--- src/rtl/data_mem_pkg.sv ---
`default_nettype none
// ============================================================================
//  Module      : data_mem_pkg
//  Description : Shared encodings for the data-memory load/store unit:
//                access-size (BHW) codes, flush FSM states, lane constants.
//  Revision    : 1.0  initial release
// ============================================================================
package data_mem_pkg;

   // Access size as presented on i_bhw; the reserved code behaves as a word.
   typedef enum logic [1:0] {
      BHW_BYTE     = 2'b00,
      BHW_HALFWORD = 2'b01,
      BHW_RSVD     = 2'b10,
      BHW_WORD     = 2'b11
   } bhw_e;

   // Memory-clear sequencer states.
   typedef enum logic [0:0] {
      ST_IDLE  = 1'b0,
      ST_FLUSH = 1'b1
   } state_e;

   localparam int LANE_BITS = 8;
   localparam int HALF_BITS = 16;

endpackage : data_mem_pkg
`default_nettype wire

--- src/rtl/data_mem_lsu_if.sv ---
`default_nettype none
// ============================================================================
//  Module      : data_mem_lsu_if
//  Description : Request/response bundle of the data-memory LSU.
//                master : requester (drives loads/stores/flush/debug addr)
//                slave  : memory (returns load data, strobes, busy, debug word)
//  Ports       : i_mem_read, i_mem_write, i_bhw, i_unsigned, i_addr, i_data,
//                i_flush, i_debug_addr -> slave
//                o_data, o_data_valid, o_misaligned, o_busy, o_debug_mem
//                -> master
//  Revision    : 1.0  initial release
// ============================================================================
interface data_mem_lsu_if #(
   parameter int B = 32,
   parameter int W = 7
);
   logic         i_mem_read;
   logic         i_mem_write;
   logic [1:0]   i_bhw;
   logic         i_unsigned;
   logic [W-1:0] i_addr;
   logic [B-1:0] i_data;
   logic         i_flush;
   logic [W-1:0] i_debug_addr;
   logic [B-1:0] o_data;
   logic         o_data_valid;
   logic         o_misaligned;
   logic         o_busy;
   logic [B-1:0] o_debug_mem;

   modport master (
      output i_mem_read, i_mem_write, i_bhw, i_unsigned, i_addr, i_data,
             i_flush, i_debug_addr,
      input  o_data, o_data_valid, o_misaligned, o_busy, o_debug_mem
   );

   modport slave (
      input  i_mem_read, i_mem_write, i_bhw, i_unsigned, i_addr, i_data,
             i_flush, i_debug_addr,
      output o_data, o_data_valid, o_misaligned, o_busy, o_debug_mem
   );
endinterface : data_mem_lsu_if
`default_nettype wire

--- src/rtl/mem_load_align.sv ---
`default_nettype none
// ============================================================================
//  Module      : mem_load_align
//  Description : Combinational load formatter. Selects the addressed byte or
//                halfword from a memory word, moves it to bit 0 and sign- or
//                zero-extends it. Word accesses pass the word through.
//  Ports       : i_word     memory word
//                i_off      byte lane offset within the word
//                i_bhw      access size
//                i_unsigned 1 = zero-extend, 0 = sign-extend
//                o_data     formatted load result
//  Revision    : 1.0  initial release
// ============================================================================
module mem_load_align
   import data_mem_pkg::*;
#(
   parameter int B  = 32,
   parameter int OB = 2
) (
   input  wire logic [B-1:0]  i_word,
   input  wire logic [OB-1:0] i_off,
   input  wire logic [1:0]    i_bhw,
   input  wire logic          i_unsigned,
   output logic      [B-1:0]  o_data
);

   // Only the low halfword of the shifted word is ever consumed.
   logic [HALF_BITS-1:0] w_lo;
   assign w_lo = HALF_BITS'(i_word >> {i_off, 3'b000});

   always_comb begin
      o_data = i_word;
      case (i_bhw)
         BHW_BYTE:
            o_data = i_unsigned ? B'(w_lo[LANE_BITS-1:0])
                                : {{(B-LANE_BITS){w_lo[LANE_BITS-1]}}, w_lo[LANE_BITS-1:0]};
         BHW_HALFWORD:
            o_data = i_unsigned ? B'(w_lo)
                                : {{(B-HALF_BITS){w_lo[HALF_BITS-1]}}, w_lo};
         default:
            o_data = i_word;
      endcase
   end

endmodule : mem_load_align
`default_nettype wire

--- src/rtl/data_mem_lsu.sv ---
`default_nettype none
// ============================================================================
//  Module      : data_mem_lsu
//  Description : Byte-addressable data memory with load/store unit.
//                Byte/halfword/word stores with lane enables, 1-cycle
//                registered loads with sign/zero extension, alignment check,
//                a sequenced memory clear (flush) and a combinational debug
//                read port.
//  Ports       : i_clk    clock
//                i_reset  asynchronous active-high reset
//                bus      data_mem_lsu_if.slave request/response bundle
//  Revision    : 1.0  initial release
// ============================================================================
module data_mem_lsu
   import data_mem_pkg::*;
#(
   parameter int B = 32,
   parameter int W = 7
) (
   input wire logic        i_clk,
   input wire logic        i_reset,
   data_mem_lsu_if.slave   bus
);

   localparam int NB    = B / 8;
   localparam int OB    = $clog2(NB);
   localparam int WI    = W - OB;
   localparam int DEPTH = 2 ** WI;

   // Storage is deliberately outside the reset domain.
   logic [B-1:0]  mem_q [DEPTH];

   state_e        state_q, state_d;
   logic [WI-1:0] cnt_q, cnt_d;
   logic [B-1:0]  data_q, data_d;
   logic          valid_q, valid_d;
   logic          mis_q, mis_d;

   logic [WI-1:0] w_idx;
   logic [OB-1:0] w_off;
   logic          w_mis;
   logic          w_accept;
   logic          w_do_write;
   logic          w_do_load;
   logic          w_mis_pulse;
   logic [NB-1:0] w_be;
   logic [B-1:0]  w_wdata;
   logic [B-1:0]  w_load_data;
   logic          w_unused_dbg;

   assign w_idx = bus.i_addr[W-1:OB];
   assign w_off = bus.i_addr[OB-1:0];

   always_comb begin
      w_mis = 1'b0;
      case (bus.i_bhw)
         BHW_BYTE:     w_mis = 1'b0;
         BHW_HALFWORD: w_mis = bus.i_addr[0];
         default:      w_mis = (w_off != '0);
      endcase
   end

   // Requests are only honoured in IDLE and lose to a simultaneous flush.
   assign w_accept    = (state_q == ST_IDLE) && !bus.i_flush;
   assign w_do_write  = w_accept && bus.i_mem_write && !w_mis;
   assign w_do_load   = w_accept && bus.i_mem_read && !bus.i_mem_write && !w_mis;
   assign w_mis_pulse = w_accept && (bus.i_mem_read || bus.i_mem_write) && w_mis;

   // Lane enables and store data placed on the addressed lanes.
   always_comb begin
      w_be    = '1;
      w_wdata = bus.i_data;
      case (bus.i_bhw)
         BHW_BYTE: begin
            w_be    = NB'(1) << w_off;
            w_wdata = B'(bus.i_data[LANE_BITS-1:0]) << {w_off, 3'b000};
         end
         BHW_HALFWORD: begin
            w_be    = NB'(3) << w_off;
            w_wdata = B'(bus.i_data[HALF_BITS-1:0]) << {w_off, 3'b000};
         end
         default: begin
            w_be    = '1;
            w_wdata = bus.i_data;
         end
      endcase
   end

   always_ff @(posedge i_clk) begin
      if (state_q == ST_FLUSH) begin
         mem_q[cnt_q] <= '0;
      end else if (w_do_write) begin
         for (int l = 0; l < NB; l++) begin
            if (w_be[l]) begin
               mem_q[w_idx][LANE_BITS*l +: LANE_BITS] <= w_wdata[LANE_BITS*l +: LANE_BITS];
            end
         end
      end
   end

   mem_load_align #(
      .B  (B),
      .OB (OB)
   ) u_align (
      .i_word     (mem_q[w_idx]),
      .i_off      (w_off),
      .i_bhw      (bus.i_bhw),
      .i_unsigned (bus.i_unsigned),
      .o_data     (w_load_data)
   );

   always_comb begin
      state_d = state_q;
      cnt_d   = cnt_q;
      data_d  = data_q;
      valid_d = 1'b0;
      mis_d   = 1'b0;
      case (state_q)
         ST_IDLE: begin
            if (bus.i_flush) begin
               state_d = ST_FLUSH;
               cnt_d   = '0;
            end else begin
               valid_d = w_do_load;
               mis_d   = w_mis_pulse;
               if (w_do_load) begin
                  data_d = w_load_data;
               end
            end
         end
         ST_FLUSH: begin
            // DEPTH is a power of two, so all-ones marks the last word.
            if (&cnt_q) begin
               state_d = ST_IDLE;
               cnt_d   = '0;
            end else begin
               cnt_d = cnt_q + 1'b1;
            end
         end
         default: begin
            state_d = ST_IDLE;
            cnt_d   = '0;
         end
      endcase
   end

   always_ff @(posedge i_clk or posedge i_reset) begin
      if (i_reset) begin
         state_q <= ST_IDLE;
         cnt_q   <= '0;
         data_q  <= '0;
         valid_q <= 1'b0;
         mis_q   <= 1'b0;
      end else begin
         state_q <= state_d;
         cnt_q   <= cnt_d;
         data_q  <= data_d;
         valid_q <= valid_d;
         mis_q   <= mis_d;
      end
   end

   assign bus.o_data       = data_q;
   assign bus.o_data_valid = valid_q;
   assign bus.o_misaligned = mis_q;
   assign bus.o_busy       = (state_q == ST_FLUSH);
   assign bus.o_debug_mem  = mem_q[bus.i_debug_addr[W-1:OB]];

   // Debug port is word-granular; the lane bits carry no meaning here.
   assign w_unused_dbg = ^bus.i_debug_addr[OB-1:0];

endmodule : data_mem_lsu
`default_nettype wire

--- src/flat_wrapper.sv ---
// flat-port wrapper written by rule: the top's interface ports become plain ports
module data_mem_lsu_flat import data_mem_pkg::*;
#(
   parameter int B = 32,
   parameter int W = 7
)
  (i_clk, i_reset, bus_i_mem_read, bus_i_mem_write, bus_i_bhw, bus_i_unsigned, bus_i_addr, bus_i_data, bus_i_flush, bus_i_debug_addr, bus_o_data, bus_o_data_valid, bus_o_misaligned, bus_o_busy, bus_o_debug_mem);
  data_mem_lsu_if #(.B(B), .W(W)) bus_i ();
  input wire logic i_clk;
  input wire logic i_reset;
  input wire logic [$bits(bus_i.i_mem_read)-1:0] bus_i_mem_read;
  input wire logic [$bits(bus_i.i_mem_write)-1:0] bus_i_mem_write;
  input wire logic [$bits(bus_i.i_bhw)-1:0] bus_i_bhw;
  input wire logic [$bits(bus_i.i_unsigned)-1:0] bus_i_unsigned;
  input wire logic [$bits(bus_i.i_addr)-1:0] bus_i_addr;
  input wire logic [$bits(bus_i.i_data)-1:0] bus_i_data;
  input wire logic [$bits(bus_i.i_flush)-1:0] bus_i_flush;
  input wire logic [$bits(bus_i.i_debug_addr)-1:0] bus_i_debug_addr;
  output wire logic [$bits(bus_i.o_data)-1:0] bus_o_data;
  output wire logic [$bits(bus_i.o_data_valid)-1:0] bus_o_data_valid;
  output wire logic [$bits(bus_i.o_misaligned)-1:0] bus_o_misaligned;
  output wire logic [$bits(bus_i.o_busy)-1:0] bus_o_busy;
  output wire logic [$bits(bus_i.o_debug_mem)-1:0] bus_o_debug_mem;
  assign bus_i.i_mem_read = bus_i_mem_read;
  assign bus_i.i_mem_write = bus_i_mem_write;
  assign bus_i.i_bhw = bus_i_bhw;
  assign bus_i.i_unsigned = bus_i_unsigned;
  assign bus_i.i_addr = bus_i_addr;
  assign bus_i.i_data = bus_i_data;
  assign bus_i.i_flush = bus_i_flush;
  assign bus_i.i_debug_addr = bus_i_debug_addr;
  assign bus_o_data = bus_i.o_data;
  assign bus_o_data_valid = bus_i.o_data_valid;
  assign bus_o_misaligned = bus_i.o_misaligned;
  assign bus_o_busy = bus_i.o_busy;
  assign bus_o_debug_mem = bus_i.o_debug_mem;
  data_mem_lsu #(.B(B), .W(W)) u_core (.i_clk(i_clk), .i_reset(i_reset), .bus(bus_i));
endmodule
--- config.mk ---
export PLATFORM = sky130hd
export DESIGN_NAME = data_mem_lsu_flat
export DESIGN_NICKNAME = d
export VERILOG_FILES = /design/src/rtl/data_mem_pkg.sv /design/src/rtl/data_mem_lsu_if.sv /design/src/rtl/mem_load_align.sv /design/src/rtl/data_mem_lsu.sv /design/src/flat_wrapper.sv
export SDC_FILE = /design/constraint.sdc
export NUM_CORES = 1
export LEC_CHECK = 0
export BUFFER_PORTS_ARGS = -buffer_cell sky130_fd_sc_hd__buf_2
export CELL_PAD_IN_SITES_DETAIL_PLACEMENT = 0
export CELL_PAD_IN_SITES_GLOBAL_PLACEMENT = 1
export CORE_UTILIZATION = 25
export DETAILED_ROUTE_END_ITERATION = 6
export PLACE_DENSITY = 0.49
export SLEW_MARGIN = 20
export SYNTH_ARGS = -nofsm -noshare
export SYNTH_HDL_FRONTEND = slang
export SYNTH_HIERARCHICAL = 1
export SYNTH_SLANG_ARGS = --single-unit
--- constraint.sdc ---
create_clock -name i_clk -period 7.9 [get_ports i_clk]
set_clock_uncertainty 0.2 [all_clocks]
set_input_delay 1.185 -clock i_clk [delete_from_list [all_inputs] [get_ports i_clk]]
set_output_delay 1.185 -clock i_clk [all_outputs]
set_load 0.01 [all_outputs]
==> results.yml <==
floorplan:
  fp.coreArea_um2: 208000
  rows: 167
  start_util: 0.253
  die_area_um2: 212000
  dieHeight_um: 460
  fp.dieW_um: 460
  ios: 121
global_route:
  overflow: 0
  grt_pass1_wl_mm: 273
  antenna_found_initial: 8
  grt_max_degree: 88
  grt_pass1_vias: 34818
  grt_use_total: 0.183
power_and_ir_drop:
  p_leak_nw: 21.8
  power.density_nw_per_um2: 252
  ir_worst_vdd_uv: 176
  combPwrFrac: 0.176
  seq_power_share: 0.472
  internal_power_w: 0.0107
  switching_share: 0.300
  switchingPower_w: 0.00457
  clkPwrFrac: 0.352
worst_setup_path:
  cp-start-kind: "primary input"
  cp.arrival_ns: 4.16
  crit_path_end_kind: "output port"
  crit_type: "in -> out"
  worstPathRequired_ns: 6.51
  cp_max_fo: 22
outcome:
  status: "finished, violations left"
  violations: "design-rule violations"
synth:
  yosys.area.top_type_share: 0.586
  ys_seq_area_frac: 0.605
  ys_warn_count: 6
  avgSynthCellArea_um2: 13.5
  yosys.area.top_type: "edfxtp_1"
  async_flop_share: 0.0376
  ys.flop_type: "edfxtp_1"
  syn_nets: 3936
  synth_cell_types: 54
  yosys-top-cells-count: "mux2i_1 (1,031), edfxtp_1 (1,024), nand2_1 (246), a22oi_1 (208), a21oi_1 (197)"
  ys_ff_latch: 1064
  netlist_area_um2: 52500
  yosysMostFrequentCell: "mux2i_1"
  ys_top_cells_by_area: "edfxtp_1 (59%), mux2i_1 (20%), a22oi_1 (3.0%)"
  synth_cells: 3880
  synth-edff-count: 1024
clocking:
  cts-buffers-inserted: 121
  cts_max_level: 3
  path_clk_slew_ns: 0.05
  cts_setup_buffers: 0
  cts.sinks: 1064
  cts_tree: "yes"
  cts.hold.buffers_added: 0
  insertion_delay_ns: 0.75
  clock-root-buffer: "clkbuf_16"
  cts_resized: 0
  clockBufferDepth: 3
layout:
  nets: 4012
  nFillCells: 20945
  drive_gt1_frac: 0.131
  areaGrowthSynthToFinish_pct: 14.8
  post-route-util: 0.290
sta:
  fin_ws_ns: 2.35
  post-route-min-period_ns: 5.55
  max-slew-margin-rel: 0.232
  worst_pin_slew_ns: 1.15
  fmax_mhz: 180
  final-hold-violation-count: 0
  setup_violations: 0
  tns_ns: 0
  rsz0062_at_grt: "no"
  finalCritPeriodShare: 0.702
  hold_slack_ns: 0.286
  slew_violations: 0
place:
  place.gp.congestion: 0.781
  dp_slack_ns: 1.99
  portBuffers: 118
  dp_hpwl_mm: 127
run:
  cap_violations: 0
drt:
  drt_wl_total_mm: 199
  route.antenna.remaining_nets: 0
  via_per_inst: 5.03
  wl_per_cell_um: 29.0
  firstDrtPassIters: 7
  vias: 34448
  drc: 3
  initialDrtViolationCount: 2668
worst_hold_path:
  hp-class: "reg -> reg"
state kept, by name (all words and copies together) (netlist names):
signal	flops
u_core/bus.o_data_valid	1
u_core/bus.o_misaligned	1
u_core/cnt_q	5
u_core/mem_q	1024
u_core/bus.o_busy	1
u_core/bus.o_data	32
placed cells by master (no fill, tap or decap), types with 34 or more instances in the layout:
cell type	instances
a22o_1	134
edfxtp_1	1024
a31oi_1	64
mux2i_1	1031
buf_2	116
nand2_1	243
buf_4	115
nor2_2	34
a21oi_1	197
nor3_1	64
a22oi_1	208
dfrtp_1	40
clkbuf_16	122
nor2_1	119
nand3_1	194
through the flow:
stage	total power, W	cell area [µm²]	std cells
global route	0.0158	60300	6846
global placement	0.00998	56500	6621
CTS	0.0154	60200	6846
floorplan	0.00871	52500	3880
detailed placement	0.00999	56500	6621
finish	0.0152	60300	6850
final cells by class:
| cell class | instances | area, µm² | share of cell area |
|---|---|---|---|
| Tap cell | 2788 | 3490 | 0.0579 |
| Antenna cell | 4 | 10.0 | 0.000166 |
| Inverter | 8 | 30.0 | 0.000498 |
| Sequential cell | 1064 | 31800 | 0.527 |
| Clock buffer | 148 | 3150 | 0.0523 |
| Multi-Input combinational cell | 2511 | 19500 | 0.323 |
| Clock inverter | 77 | 569 | 0.00944 |
| Timing Repair Buffer | 250 | 1810 | 0.0301 |
per-layer routing:
metal | vias to the layer above | routed length (µm) | global-route usage
li1 | 15301 | - | -
met1 | 17995 | 89000 | 0.244
met2 | 935 | 96200 | 0.311
met3 | 215 | 8540 | 0.0201
met4 | 2 | 4870 | 0.0504
met5 | - | 13 | 0
worst max-delay path: stages:
cell,delay (ns)
buf_2,0.15
nor2b_4,0.80
buf_4,0.57
buf_4,0.31
a22oi_1,0.10
a31oi_1,0.54
nand3_1,0.24
buf_2,0.21
path summary, 6_finish.rpt:
path	slack (ns)	to	cells after the start	startpoint
worst max-delay path	2.35	bus_o_debug_mem[17]	8	bus_i_debug_addr[4]
worst min-delay path	0.29	u_core/bus.o_data[9]	1	u_core/bus.o_data[9]
worst max register to register	3.63	u_core/mem_q[25][25]	5	u_core/bus.o_busy
worst min register to register	0.29	u_core/bus.o_data[9]	1	u_core/bus.o_data[9]
max in group asynchronous	6.36	u_core/bus.o_data[4]	2	i_reset
min in group asynchronous	0.52	u_core/bus.o_data[11]	2	i_reset
power by group through the flow:
stage	Clock, W	Sequential [W]	Combinational, W
after global placement	0	0.00729	0.00270
after global routing	0.00567	0.00725	0.00285
final	0.00536	0.00718	0.00268
after detailed placement	0	0.00729	0.00270
after CTS	0.00549	0.00718	0.00271
after floorplan	0	0.00718	0.00153
cell families (layout without fill, tap and decap cells):
family | count (synthesis) | after routing | synth area share
other | 0 | 4 | 0
xor gates and xnor gates | 1 | 1 | 0.000167
and+or+nand+nor | 749 | 749 | 0.0667
muxes | 1066 | 1066 | 0.204
adders and majority gates | 2 | 2 | 0.000477
AOI/OAI and AO/OA | 693 | 693 | 0.0952
DFF | 1064 | 1064 | 0.605
buffers and inverters | 305 | 483 | 0.0284
Note: power is estimated with default switching activity, not from simulation.
